**config.mk**
```make
export PLATFORM = sky130hd
export DESIGN_NAME = mem_access_unit_flat
export DESIGN_NICKNAME = d
export VERILOG_FILES = /design/src/rtl/mem_access_unit_pkg.sv /design/src/rtl/mem_access_unit_if.sv /design/src/rtl/mem_access_unit_load_align_ext.sv /design/src/rtl/mem_access_unit.sv /design/src/flat_wrapper.sv
export SDC_FILE = /design/constraint.sdc
export NUM_CORES = 1
export LEC_CHECK = 0
export BUFFER_PORTS_ARGS = -buffer_cell sky130_fd_sc_hd__buf_2
export CAP_MARGIN = 20
export CORE_MARGIN = 3
export CORE_UTILIZATION = 43
export CTS_CLUSTER_SIZE = 12
export DETAILED_ROUTE_END_ITERATION = 6
export GPL_TIMING_DRIVEN = 0
export HOLD_SLACK_MARGIN = 0.06
export PLACE_DENSITY = 0.79
export SLEW_MARGIN = 20
export SYNTH_ARGS = -nofsm -noshare
export SYNTH_HDL_FRONTEND = slang
export SYNTH_SLANG_ARGS = --single-unit
```
**constraint.sdc**
```tcl
create_clock -name clk -period 2.2 [get_ports clk]
set_input_delay 0.33 -clock clk [delete_from_list [all_inputs] [get_ports clk]]
set_output_delay 0.33 -clock clk [all_outputs]
set_load 0.05 [all_outputs]
```
**src/rtl/mem_access_unit_pkg.sv**
```systemverilog
// Shared types and helpers for the MEM-stage load/store controller.
package mem_access_unit_pkg;

    typedef enum logic [1:0] {
        SZ_BYTE  = 2'b00,
        SZ_HALF  = 2'b01,
        SZ_WORD  = 2'b10,
        SZ_DWORD = 2'b11
    } size_e;

    typedef enum logic [1:0] {
        S_IDLE,
        S_REQ,
        S_WAIT,
        S_DONE
    } state_e;

    localparam int unsigned DATA_W_DEF = 32;
    localparam int unsigned STRB_W_DEF = DATA_W_DEF / 8;

    // dword accesses are only legal on a 64-bit bus; otherwise they count as misaligned
    function automatic logic addr_aligned(input size_e size, input logic [2:0] low,
                                          input logic dword_ok);
        logic ok;
        ok = 1'b1;
        case (size)
            SZ_BYTE:  ok = 1'b1;
            SZ_HALF:  ok = (low[0] == 1'b0);
            SZ_WORD:  ok = (low[1:0] == 2'b00);
            SZ_DWORD: ok = dword_ok && (low == 3'b000);
            default:  ok = 1'b0;
        endcase
        return ok;
    endfunction

endpackage

```
**src/rtl/mem_access_unit_if.sv**
```systemverilog
// SRAM-like req/addr_ok/data_ok data bus between the MEM stage and memory.
interface mem_access_unit_if
    import mem_access_unit_pkg::*;
#(
    parameter int unsigned DATA_W = DATA_W_DEF,
    parameter int unsigned ADDR_W = 32,
    parameter int unsigned SIZE_W = 2
);
    logic                  bus_req;
    logic                  bus_wr;
    logic [SIZE_W-1:0]     bus_size;
    logic [ADDR_W-1:0]     bus_addr;
    logic [DATA_W-1:0]     bus_wdata;
    logic [DATA_W/8-1:0]   bus_wstrb;
    logic                  bus_addr_ok;
    logic                  bus_data_ok;
    logic [DATA_W-1:0]     bus_rdata;

    modport master (
        output bus_req, bus_wr, bus_size, bus_addr, bus_wdata, bus_wstrb,
        input  bus_addr_ok, bus_data_ok, bus_rdata
    );

    modport slave (
        input  bus_req, bus_wr, bus_size, bus_addr, bus_wdata, bus_wstrb,
        output bus_addr_ok, bus_data_ok, bus_rdata
    );
endinterface

```
**src/rtl/mem_access_unit_load_align_ext.sv**
```systemverilog
// Combinational load alignment: shift read data down by the byte offset, then
// sign- or zero-extend the selected byte/half/word/dword.
module load_align_ext
    import mem_access_unit_pkg::*;
#(
    parameter int unsigned DATA_W = 32
) (
    input  logic [DATA_W-1:0]            rdata_i,
    input  logic [$clog2(DATA_W/8)-1:0]  offset_i,
    input  size_e                        size_i,
    input  logic                         zext_i,
    output logic [DATA_W-1:0]            result_o
);
    logic [DATA_W-1:0] shifted;
    logic [DATA_W-1:0] mask;
    logic              sign;

    assign shifted = rdata_i >> {offset_i, 3'b000};

    always_comb begin
        mask = '1;
        sign = shifted[DATA_W-1];
        case (size_i)
            SZ_BYTE: begin
                mask = DATA_W'(32'h0000_00FF);
                sign = shifted[7];
            end
            SZ_HALF: begin
                mask = DATA_W'(32'h0000_FFFF);
                sign = shifted[15];
            end
            SZ_WORD: begin
                mask = DATA_W'(32'hFFFF_FFFF);
                sign = shifted[31];
            end
            default: begin
                mask = '1;
                sign = shifted[DATA_W-1];
            end
        endcase
        result_o = (shifted & mask) | ((sign && !zext_i) ? ~mask : '0);
    end

endmodule

```
**src/rtl/mem_access_unit.sv**
```systemverilog
// MEM-stage load/store controller: issues one bus transaction per access,
// stalls the pipeline until it completes, and aligns/extends load data.
module mem_access_unit
    import mem_access_unit_pkg::*;
#(
    parameter int unsigned DATA_W = 32,
    parameter int unsigned ADDR_W = 32,
    parameter int unsigned SIZE_W = 2
) (
    input  logic                 clk,
    input  logic                 resetn,
    input  logic                 mem_valid,
    input  logic                 mem_read,
    input  logic                 mem_write,
    input  logic [SIZE_W-1:0]    data_size,
    input  logic                 data_ext_type,
    input  logic [ADDR_W-1:0]    addr,
    input  logic [DATA_W-1:0]    wdata,
    input  logic                 flush,
    mem_access_unit_if.master    bus,
    output logic                 mem_stall,
    output logic                 load_valid,
    output logic [DATA_W-1:0]    load_result,
    output logic                 exc_adel,
    output logic                 exc_ades
);
    localparam int unsigned STRB_W = DATA_W / 8;
    localparam int unsigned OFF_W  = $clog2(STRB_W);

    state_e              state_q, state_d;
    logic                cancel_q, cancel_d;
    logic                wr_q;
    size_e               size_q;
    logic [ADDR_W-1:0]   addr_q;
    logic [DATA_W-1:0]   wdata_q;
    logic [STRB_W-1:0]   wstrb_q;
    logic                zext_q;
    logic [DATA_W-1:0]   load_result_q;

    size_e               size_in;
    logic                aligned;
    logic                idle_chk;
    logic                start;
    logic                is_store;
    logic                capture;
    logic [DATA_W-1:0]   wdata_rep;
    logic [STRB_W-1:0]   size_mask;
    logic [STRB_W-1:0]   strb_shift;
    logic [DATA_W-1:0]   load_ext;

    assign size_in  = size_e'(data_size[1:0]);
    assign aligned  = addr_aligned(size_in, addr[2:0], DATA_W == 64);
    // resetn gates the combinational outputs so they read as reset values during reset
    assign idle_chk = resetn && (state_q == S_IDLE) && mem_valid && !flush;
    assign start    = idle_chk && (mem_read || mem_write) && aligned;
    assign is_store = mem_write && !mem_read;
    assign exc_adel = idle_chk && mem_read && !aligned;
    assign exc_ades = idle_chk && is_store && !aligned;

    always_comb begin
        wdata_rep = wdata;
        size_mask = '1;
        case (size_in)
            SZ_BYTE: begin
                wdata_rep = {STRB_W{wdata[7:0]}};
                size_mask = STRB_W'(8'h01);
            end
            SZ_HALF: begin
                wdata_rep = {(DATA_W/16){wdata[15:0]}};
                size_mask = STRB_W'(8'h03);
            end
            SZ_WORD: begin
                wdata_rep = {(DATA_W/32){wdata[31:0]}};
                size_mask = STRB_W'(8'h0F);
            end
            default: begin
                wdata_rep = wdata;
                size_mask = '1;
            end
        endcase
    end

    assign strb_shift = size_mask << addr[OFF_W-1:0];

    load_align_ext #(
        .DATA_W (DATA_W)
    ) u_load_align_ext (
        .rdata_i  (bus.bus_rdata),
        .offset_i (addr_q[OFF_W-1:0]),
        .size_i   (size_q),
        .zext_i   (zext_q),
        .result_o (load_ext)
    );

    always_comb begin
        state_d    = state_q;
        cancel_d   = cancel_q;
        mem_stall  = 1'b0;
        load_valid = 1'b0;
        case (state_q)
            S_IDLE: begin
                mem_stall = start;
                cancel_d  = 1'b0;
                if (start) state_d = S_REQ;
            end
            S_REQ: begin
                mem_stall = 1'b1;
                if (flush) cancel_d = 1'b1;
                if (bus.bus_addr_ok) state_d = S_WAIT;
            end
            S_WAIT: begin
                mem_stall = 1'b1;
                if (flush) cancel_d = 1'b1;
                if (bus.bus_data_ok) state_d = (cancel_q || flush) ? S_IDLE : S_DONE;
            end
            S_DONE: begin
                load_valid = !wr_q && !flush;
                state_d    = S_IDLE;
            end
            default: state_d = S_IDLE;
        endcase
    end

    assign capture = (state_q == S_WAIT) && bus.bus_data_ok && !cancel_q && !flush && !wr_q;

    always_ff @(posedge clk or negedge resetn) begin
        if (!resetn) begin
            state_q       <= S_IDLE;
            cancel_q      <= 1'b0;
            wr_q          <= 1'b0;
            size_q        <= SZ_BYTE;
            addr_q        <= '0;
            wdata_q       <= '0;
            wstrb_q       <= '0;
            zext_q        <= 1'b0;
            load_result_q <= '0;
        end else begin
            state_q  <= state_d;
            cancel_q <= cancel_d;
            if (start) begin
                wr_q    <= is_store;
                size_q  <= size_in;
                addr_q  <= addr;
                wdata_q <= is_store ? wdata_rep : '0;
                wstrb_q <= is_store ? strb_shift : '0;
                zext_q  <= data_ext_type;
            end
            if (capture) load_result_q <= load_ext;
        end
    end

    assign bus.bus_req   = (state_q == S_REQ);
    assign bus.bus_wr    = wr_q;
    assign bus.bus_size  = SIZE_W'(size_q);
    assign bus.bus_addr  = addr_q;
    assign bus.bus_wdata = wdata_q;
    assign bus.bus_wstrb = wstrb_q;
    assign load_result   = load_result_q;

endmodule

```
**src/flat_wrapper.sv**
```systemverilog
// flat-port wrapper written by rule: the top's interface ports become plain ports
module mem_access_unit_flat import mem_access_unit_pkg::*;
#(
    parameter int unsigned DATA_W = 32,
    parameter int unsigned ADDR_W = 32,
    parameter int unsigned SIZE_W = 2
)
  (clk, resetn, mem_valid, mem_read, mem_write, data_size, data_ext_type, addr, wdata, flush, mem_stall, load_valid, load_result, exc_adel, exc_ades, bus_bus_req, bus_bus_wr, bus_bus_size, bus_bus_addr, bus_bus_wdata, bus_bus_wstrb, bus_bus_addr_ok, bus_bus_data_ok, bus_bus_rdata);
  mem_access_unit_if #(.DATA_W(DATA_W), .ADDR_W(ADDR_W), .SIZE_W(SIZE_W)) bus_i ();
  input  logic clk;
  input  logic resetn;
  input  logic mem_valid;
  input  logic mem_read;
  input  logic mem_write;
  input  logic [SIZE_W-1:0] data_size;
  input  logic data_ext_type;
  input  logic [ADDR_W-1:0] addr;
  input  logic [DATA_W-1:0] wdata;
  input  logic flush;
  output logic mem_stall;
  output logic load_valid;
  output logic [DATA_W-1:0] load_result;
  output logic exc_adel;
  output logic exc_ades;
  output wire logic [$bits(bus_i.bus_req)-1:0] bus_bus_req;
  output wire logic [$bits(bus_i.bus_wr)-1:0] bus_bus_wr;
  output wire logic [$bits(bus_i.bus_size)-1:0] bus_bus_size;
  output wire logic [$bits(bus_i.bus_addr)-1:0] bus_bus_addr;
  output wire logic [$bits(bus_i.bus_wdata)-1:0] bus_bus_wdata;
  output wire logic [$bits(bus_i.bus_wstrb)-1:0] bus_bus_wstrb;
  input wire logic [$bits(bus_i.bus_addr_ok)-1:0] bus_bus_addr_ok;
  input wire logic [$bits(bus_i.bus_data_ok)-1:0] bus_bus_data_ok;
  input wire logic [$bits(bus_i.bus_rdata)-1:0] bus_bus_rdata;
  assign bus_bus_req = bus_i.bus_req;
  assign bus_bus_wr = bus_i.bus_wr;
  assign bus_bus_size = bus_i.bus_size;
  assign bus_bus_addr = bus_i.bus_addr;
  assign bus_bus_wdata = bus_i.bus_wdata;
  assign bus_bus_wstrb = bus_i.bus_wstrb;
  assign bus_i.bus_addr_ok = bus_bus_addr_ok;
  assign bus_i.bus_data_ok = bus_bus_data_ok;
  assign bus_i.bus_rdata = bus_bus_rdata;
  mem_access_unit #(.DATA_W(DATA_W), .ADDR_W(ADDR_W), .SIZE_W(SIZE_W)) u_core (.clk(clk), .resetn(resetn), .mem_valid(mem_valid), .mem_read(mem_read), .mem_write(mem_write), .data_size(data_size), .data_ext_type(data_ext_type), .addr(addr), .wdata(wdata), .flush(flush), .bus(bus_i), .mem_stall(mem_stall), .load_valid(load_valid), .load_result(load_result), .exc_adel(exc_adel), .exc_ades(exc_ades));
endmodule
```
==> results of run 1 <==
-- worst max-delay path, stage by stage (launching register included) --
cell     delay, ps
dfrtp_1        410
inv_2          120
buf_6          110
ha_4           110
or3b_4         400
nor3b_4        200
buf_6          170
nand3_4        120
buf_12         180
o22a_1         170
-- timing repair --
action / in CTS / in global routing
resized for setup: 18 / 18
hold buffers: 2 / 0
gates cloned: 0 / 2
setup buffers: 15 / 6
endpoints found under the hold margin: 52 / 0
setup endpoints to repair: 45 / 34
pin swaps: 5 / 24
-- power by group through the flow --
| stage | clock network, mW | registers, mW | logic, mW |
|---|---|---|---|
| floorplan | 0 | 5.80 | 1.69 |
| global placement | 0 | 3.19 | 5.64 |
| detailed placement | 0 | 3.24 | 5.77 |
| CTS | 1.73 | 3.20 | 5.98 |
| global route | 1.81 | 3.32 | 6.39 |
| finish | 1.68 | 3.21 | 6.08 |
-- synth_stat cells (2+ instances only) --
cell	instances
nor3_2	2
nor4_1	2
clkbuf_1	8
inv_1	6
a21oi_1	20
nor2b_1	9
dfrtp_1	107
mux2i_1	43
nor2_1	23
and4b_1	2
o31ai_1	2
a22o_1	9
o21ai_0	31
a211oi_1	7
buf_1	4
and2_1	9
o21ai_1	2
buf_2	14
o221a_2	8
a22oi_1	2
ha_1	5
nand2_1	36
nand2b_1	3
mux2_2	44
o22a_1	16
-- area by class of cell --
type                    count  area share [%]
clock buffers               9            3.23
plain buffers              26            2.08
repair buffers            239            19.8
flip-flops and latches    107            38.4
well taps                 140            2.51
clock inverters             7            1.17
multi-input cells         291            32.6
inverters                   6           0.323
-- through the flow --
| step | worst slack [ps] | std cells | instance area [sq um] |
|---|---|---|---|
| finish | 82.9 | 825 | 6980 |
| global route | -2.64 | 825 | 6980 |
| CTS | -55.2 | 819 | 6830 |
| detailed placement | -426 | 786 | 6300 |
| global placement | -1880 | 785 | 6270 |
| floorplan | 24.3 | 432 | 5030 |
-- flip-flops by register name (all words and copies together), names as in the netlist --
register / cells
u_core.load_result: 32
u_core.bus.bus_wdata: 32
u_core.bus.bus_addr: 32
u_core.bus.bus_wr: 1
u_core.zext_q: 1
u_core.state_q: 2
u_core.bus.bus_wstrb: 4
u_core.cancel_q: 1
u_core.bus.bus_size: 2
-- how the worst max path moves through the flow --
stage,start,end,slack (ps),cells after the start
floorplan,u_core.state_q[0],exc_ades,20,4
global placement,resetn,mem_stall,-1880,7
detailed placement,resetn,mem_stall,-430,7
CTS,u_core.state_q[1],mem_stall,-60,8
global route,u_core.state_q[0],u_core.load_result[17],-3,9
finish,u_core.state_q[0],u_core.load_result[16],80,9
-- metal layers --
layer	routed length, microns	global-route usage, %	part of all wire, %	up-vias
li1	-	-	-	2052
met1	6160	30.3	39	2223
met2	7800	40.9	50	214
met3	1280	5.62	8.2	32
met4	452	9.82	2.9	0
met5	0	0	0	-
-- cell families after synthesis --
family	Yosys count	synth area share (%)
mux	87	18.5
simple gates	96	9.74
flops	107	53.4
buf+inv	34	3.00
xor+xnor	1	0.175
compound gates	102	13.9
fa+ha+maj	5	1.25
-- placed cells by master, fill, tap and decap left out, types with 3 or more instances in the layout --
cell type / synthesis / final
nor2b_1: 9 / 9
a211oi_1: 7 / 7
o22a_1: 16 / 16
clkbuf_1: 8 / 7
ha_1: 5 / 3
buf_6: 0 / 7
dfrtp_1: 107 / 107
nand2b_1: 3 / 3
nand2_1: 36 / 36
inv_6: 0 / 4
o221a_2: 8 / 7
mux2_2: 44 / 44
inv_1: 6 / 4
mux2i_1: 43 / 43
a22o_1: 9 / 9
buf_2: 14 / 220
o21ai_0: 31 / 30
buf_4: 1 / 18
a21oi_1: 20 / 19
clkbuf_16: 0 / 11
buf_1: 4 / 4
nor2_1: 23 / 23
and2_1: 9 / 9
==> out/results.ini, run 1 <==
[power]
p_leak_nw = 3.56
power.share.sequential_pct = 29.3
powerDensity_nw_per_um2 = 1570
total_power_mw = 11.0
intPower_mw = 5.46
p_comb_share_pct = 55.4
p_clk_share_pct = 15.3
swShare_pct = 50.2
ir_drop_uv = 1110
p_sw_mw = 5.52

[clock_network]
cts-root-buf = clkbuf_16
insertion_delay_ps = 350
numCtsBuffers = 9
ctsLongestPathBuffers = 2
clkTransAtPathRegs_ps = 70
htreeDepth = 3
clock-sinks = 107
cts_tree = yes

[sta]
maxSlewHeadroom_pct = 43.0
worst_pin_slew_ps = 852
fin_crit_sh_pct = 96.2
setup_viol_count_final = 0
period_needed_ps = 2120
finClkSkew_ps = 9.46
hold_viol = 0
tns_ps = 0
hold_ws_ps = 204
fmax_mhz = 472
drv_slew = 0

[outcome]
status = completed

[final_layout]
n_fill_cell = 905
nets = 792
multi_input_area_sq_um = 2270
postLayoutCoreUtil_pct = 62.7
area_growth_pct = 39.3
antenna_cells = 0
seqCellArea_sq_um = 2680
drive_gt1_share_pct = 48.9

[grt]
antenna_found_initial = 0
grt_pass1_vias = 4706
grt_pass1_wl_microns = 24700
grt_max_degree = 56
grt-ovfl-total = 0
grt_use_total_pct = 24.3

[worst_setup_path]
reg2regPathDepth = 9
cp-end-kind = flop
startpoint_type = flop
worstSetupPathType = flop to flop
reg2reg_from = u_core.state_q[0]
r2r_slack_ps = 80
reg2reg_to = u_core.load_result[16]
arrival_ps = 2360
worstPathMaxFanout = 6
required_ps = 2440

[synthesis]
syn_nets = 544
yosysTopAreaCell = dfrtp_1
ys_top_cells_by_area = dfrtp_1 (53%), mux2_2 (9.9%), mux2i_1 (8.6%)
syn_avg_cell_area_sq_um = 11.6
synth_flop_cell = dfrtp_1
synthDistinctLibCells = 43
async_flop_share_pct = 100
syn_area_sq_um = 5010
ys_warn_count = 0
syn_inst = 432
ys_seq_area_share_pct = 53.4
yosys.area.top_type_share_pct = 53.4
synth_edf_count = 0
ys_ff_latch = 107

[worst_hold_path]
whs_endpoint = u_core.bus.bus_addr[10]
min_path_cells = 2
hold_start = addr[10]
hold_class = input pin to flop

[floorplan]
io_pins = 215
core.rowCount = 38
core_sq_um = 11100
die_y_microns = 114
dieArea_sq_um = 13000
initial_core_util_pct = 45.0
die_w_microns = 114

[detailed_routing]
via_count = 4521
ant_nets = 0
wl_per_cell_microns = 19.0
drc = 0
wl_microns = 15700
drt_iter0_markers = 265
viasPerCell = 5.48
first_pass_iters = 4

[job]
max_cap_violations = 0

[placement]
port-buffer-count = 213
place.gp.congestion = 0.876
post-dp-hpwl_microns = 11600

No activity file was read; power rests on OpenSTA's default activity.
==> run 2, diff against run 1 <==
CORE_UTILIZATION = 50   (was 43)
PLACE_DENSITY = 0.86   (was 0.79)
TNS_END_PERCENT = 10   (was not set)
clock period = 2.49 ns   (was 2.2 ns; I/O delays follow)
==> out/results.ini, run 2 (synthesized netlist as in run 1, its figures left out) <==
[outcome]
status = completed

[detailed_routing]
first_pass_iters = 5
drc = 0
ant_nets = 0
wl_met2_microns = 7380
highest_layer = met4
wl_per_cell_microns = 18.6
wl_microns = 14800
drt_iter0_markers = 297
wl_met1_microns = 5890
via_count = 4453
viasPerCell = 5.58
wl_met3_microns = 1300

[power]
ir_drop_uv = 959
powerDensity_nw_per_um2 = 1370
p_comb_share_pct = 55.8
total_power_mw = 9.13
swShare_pct = 51.2
intPower_mw = 4.45
p_clk_share_pct = 13.1
p_leak_nw = 3.41
power.share.sequential_pct = 31.2
p_sw_mw = 4.68

[placement]
place.gp.congestion = 0.876
port-buffer-count = 213
post-dp-hpwl_microns = 11200
dp.cells = 775
post-place-ws_ps = -383

[final_layout]
final_common_cell = buf_2
antenna_cells = 0
nets = 776
final_cells = 798
area_growth_pct = 32.5
final_cell_mix = buf_2 (224), dfrtp_1 (107), mux2_2 (44)
drive_gt1_share_pct = 46.9

[grt]
grt_pass1_wl_microns = 22900
antenna_found_initial = 0
grt-ovfl-total = 0
grt_use_total_pct = 25.7
grt_max_degree = 81
grt_pass1_vias = 4514

[floorplan]
die_y_microns = 106
initial_core_util_pct = 52.7
die_w_microns = 106
core.rowCount = 35
dieArea_sq_um = 11300
core_sq_um = 9500
io_pins = 215

[clock_network]
ctsLongestPathBuffers = 2
insertion_delay_ps = 360
htreeDepth = 3
cts-root-buf = clkbuf_8
numCtsBuffers = 9
clock-sinks = 107
cts_tree = yes
clkTransAtPathRegs_ps = 100

[sta]
drv_slew = 0
rsz0062_at_grt = false
maxSlewHeadroom_pct = 40.2
worst_pin_slew_ps = 894
fmax_mhz = 432
period_needed_ps = 2310
finClkSkew_ps = 10.6
hold_viol = 0
worst_slack_ps = 176
hold_ws_ps = 131
fin_crit_sh_pct = 92.9
setup_viol_count_final = 0

[worst_setup_path]
worstPathCellList = inv_2, ha_4, and4b_1, o221ai_2, buf_6, a21oi_1, buf_4
cp-end-kind = output port
worstSetupPathType = flop to output port
reg2reg_from = u_core.state_q[0]
cp_slowest_cell = dfrtp_1
required_ps = 2120
worstPathMaxFanout = 5
worstSetupStartpoint = u_core.state_q[0]
startpoint_type = flop
arrival_ps = 1940
cpPeakStageDelay_ps = 420

[worst_hold_path]
hold_class = input pin to async pin

[job]
max_cap_violations = 0

[run 2: cell type report]
class                   count  area [sq um]
fillers                   725          2870
flip-flops and latches    107          2680
multi-input cells         291          2210
repair buffers            222          1210
well taps                 129           161
clock buffers              10           138
plain buffers              27           130
clock inverters             6          88.8
inverters                   6          22.5
[run 2: routing by layer]
layer / vias up / track usage [%]
met1: 2175 / 31.9
li1: 2012 / -
met3: 27 / 5.83
met4: 0 / 6.75
met2: 239 / 45.4
met5: - / 0
[run 2: power by group through the flow]
stage          sequential (mW)  clock (mW)  combinational (mW)
3_3_place_gp              2.82           0                4.93
4_1_cts                   2.84        1.21                5.07
2_1_floorplan             5.13           0                1.47
3_5_place_dp              2.86           0                5.04
5_1_grt                   2.93        1.30                5.34
6_report                  2.85        1.19                5.09
[run 2: worst paths after layout]
| check | end | slack (ps) | cells after the start |
|---|---|---|---|
| min in group clk | u_core.bus.bus_addr[16] | 240 | 2 |
| min | u_core.load_result[18] | 130 | 3 |
| min reg2reg | u_core.bus.bus_wstrb[0] | 480 | 2 |
| max reg2reg | u_core.load_result[3] | 210 | 7 |
| max in group asynchronous | u_core.load_result[3] | 1120 | 3 |
| max | mem_stall | 180 | 7 |
[run 2: timing repair]
action / CTS / global route
resized for setup: 5 / 3
hold endpoints to repair: 29 / 18
buffers inserted: 1 / 2
cloned: 0 / 0
hold buffers: 3 / 2
pin swaps: 0 / 1
setup endpoints to repair: 1 / 14
[run 2: worst max-delay path: cells and delay by family (launching register included)]
family | cells | cell delay [ps]
simple gates | 1 | 250
buf+inv | 3 | 480
flops | 1 | 420
fa+ha+maj | 1 | 170
compound gates | 2 | 260
[run 2: stage by stage]
stage / utilization [%] / setup TNS, ps / cell area (sq um)
after floorplan: - / -131 / 5020
after global placement: 65.7 / -101500 / 6240
after detailed placement: 66.1 / -406 / 6280
after CTS: 69.1 / 0 / 6570
after global routing: 69.8 / 0 / 6640
final: 69.8 / 0 / 6640
==> run 3, diff against run 2 <==
ABC_AREA = 1   (was not set)
==> out/results.ini, run 3 <==
[synthesis]
async_flop_share_pct = 100
synth_edf_count = 0
synth_flop_cell = dfrtp_1
syn_nets = 752
ys_ff_latch = 107
ys_seq_area_share_pct = 52.8
syn_inst = 640
syn_area_sq_um = 5070
syn_avg_cell_area_sq_um = 7.93
ys_warn_count = 0
synthDistinctLibCells = 28
yosysTopAreaCell = dfrtp_1
synthTopCellsByCount = nand2_1 (224), dfrtp_1 (107), nor2_1 (65), o21ai_0 (60), a21oi_1 (50)
synth_most_common_cell = nand2_1
ys_top_cells_by_area = dfrtp_1 (53%), nand2_1 (17%), o21ai_0 (5.9%)
yosys.area.top_type_share_pct = 52.8

[grt]
grt_pass1_wl_microns = 25000
grt_max_degree = 40
antenna_found_initial = 1
grt_pass1_vias = 5151
grt-ovfl-total = 0
grt_use_total_pct = 27.8

[job]
max_cap_violations = 0

[clock_network]
ctsLongestPathBuffers = 2
cts_tree = yes
numCtsBuffers = 9
htreeDepth = 3
clkTransAtPathRegs_ps = 100
insertion_delay_ps = 360
cts-root-buf = clkbuf_8
clock-sinks = 107

[floorplan]
dieArea_sq_um = 11400
core_sq_um = 9820
io_pins = 215
die_w_microns = 107
initial_core_util_pct = 51.7
die_y_microns = 107
core.rowCount = 36

[detailed_routing]
ant_nets = 0
drc = 0
drt_iter0_markers = 412
via_count = 5286
first_pass_iters = 6
viasPerCell = 5.21
wl_per_cell_microns = 15.7
wl_microns = 16000

[power]
total_power_mw = 9.31
ir_drop_uv = 852
powerDensity_nw_per_um2 = 1380
p_leak_nw = 3.82

[worst_setup_path]
arrival_ps = 1990
cp-end-kind = output port
startpoint_type = flop
required_ps = 2120
worstPathMaxFanout = 10
worstSetupPathType = flop to output port

[sta]
hold_viol = 0
tns_ps = 0
setup_viol_count_final = 0
worst_pin_slew_ps = 503
hold_ws_ps = 84.0
period_needed_ps = 2370
drv_slew = 0
maxSlewHeadroom_pct = 66.5
fin_crit_sh_pct = 95.1
rsz0062_at_grt = false
fmax_mhz = 422
finClkSkew_ps = 11.0

[final_layout]
drive_gt1_share_pct = 32.3
nets = 989
postLayoutCoreUtil_pct = 68.6
final_common_cell = buf_2
area_growth_pct = 32.7
stdcell_area_sq_um = 6730
final_cell_mix = buf_2 (227), nand2_1 (224), dfrtp_1 (107)
antenna_cells = 0

[placement]
port-buffer-count = 214
place.gp.congestion = 0.967
post-dp-hpwl_microns = 11900
post_dp_cell_area_sq_um = 6350

[worst_hold_path]
hold_class = input pin to async pin

[outcome]
status = completed

==> run 3: layer usage <==
metal  track usage, %  routed length, microns  vias to the layer above
met1             36.0                    6390                     2448
met4             10.1                     413                        2
li1                 -                       -                     2538
met3             5.66                    1430                       40
met5                0                      13                        -
met2             46.3                    7700                      258
==> run 3: worst paths after layout <==
check | slack (ps) | startpoint | cells past startpoint | endpoint
max reg2reg | 610 | u_core.state_q[1] | 8 | u_core.load_result[22]
max in group asynchronous | 1600 | resetn | 4 | u_core.bus.bus_addr[2]
min in group clk | 200 | addr[21] | 3 | u_core.bus.bus_addr[21]
min reg2reg | 480 | u_core.load_result[0] | 2 | u_core.load_result[0]
max | 120 | u_core.state_q[0] | 9 | mem_stall
min | 80 | resetn | 3 | u_core.bus.bus_wdata[0]
==> run 3: cell families after synthesis <==
logic type               Yosys count  synth area share, %
AND/OR/NAND/NOR                  321                 25.6
AO/OA/AOI/OAI                    133                 14.0
flip-flops                       107                 52.8
buffers and inverters             74                 6.48
adder cells (fa/ha/maj)            5                 1.23
==> run 3: report_power, final <==
part	switching, mW	internal, mW
Clock	0.624	0.436
Combinational	4.09	1.31
Sequential	0.419	2.44
==> run 3: layout make-up <==
| type | instances | area, sq um |
|---|---|---|
| timing repair buffer | 226 | 1260 |
| multi-input combinational | 459 | 2100 |
| buffer | 31 | 171 |
| tap | 133 | 166 |
| clock buffer | 11 | 151 |
| sequential | 107 | 2680 |
| clock inverter | 5 | 42.5 |
| fill | 864 | 3090 |
| inverter | 43 | 161 |
==> run 3: worst max-delay path, stage by stage (launching register included) <==
cell     delay, ps
dfrtp_1        420
inv_2          100
ha_4           140
nand4_1        130
inv_2          110
nand3_2        120
buf_6          150
buf_4          170
a21oi_4        140
buf_8          160
==> run 3: what timing repair did <==
item / CTS / global route
endpoints found under the setup margin: 1 / 1
cloned: 1 / 0
buffers inserted: 4 / 2
endpoints found under the hold margin: 39 / 0
pin swaps: 1 / 0
hold buffers: 4 / 0
gates resized for setup: 4 / 8
==> run 3: per-stage QoR <==
stage | worst slack [ps] | instances
CTS | 32.3 | 1013
finish | 122 | 1015
global placement | -1670 | 987
floorplan | -35.3 | 640
detailed placement | -265 | 988
global route | 31.8 | 1015
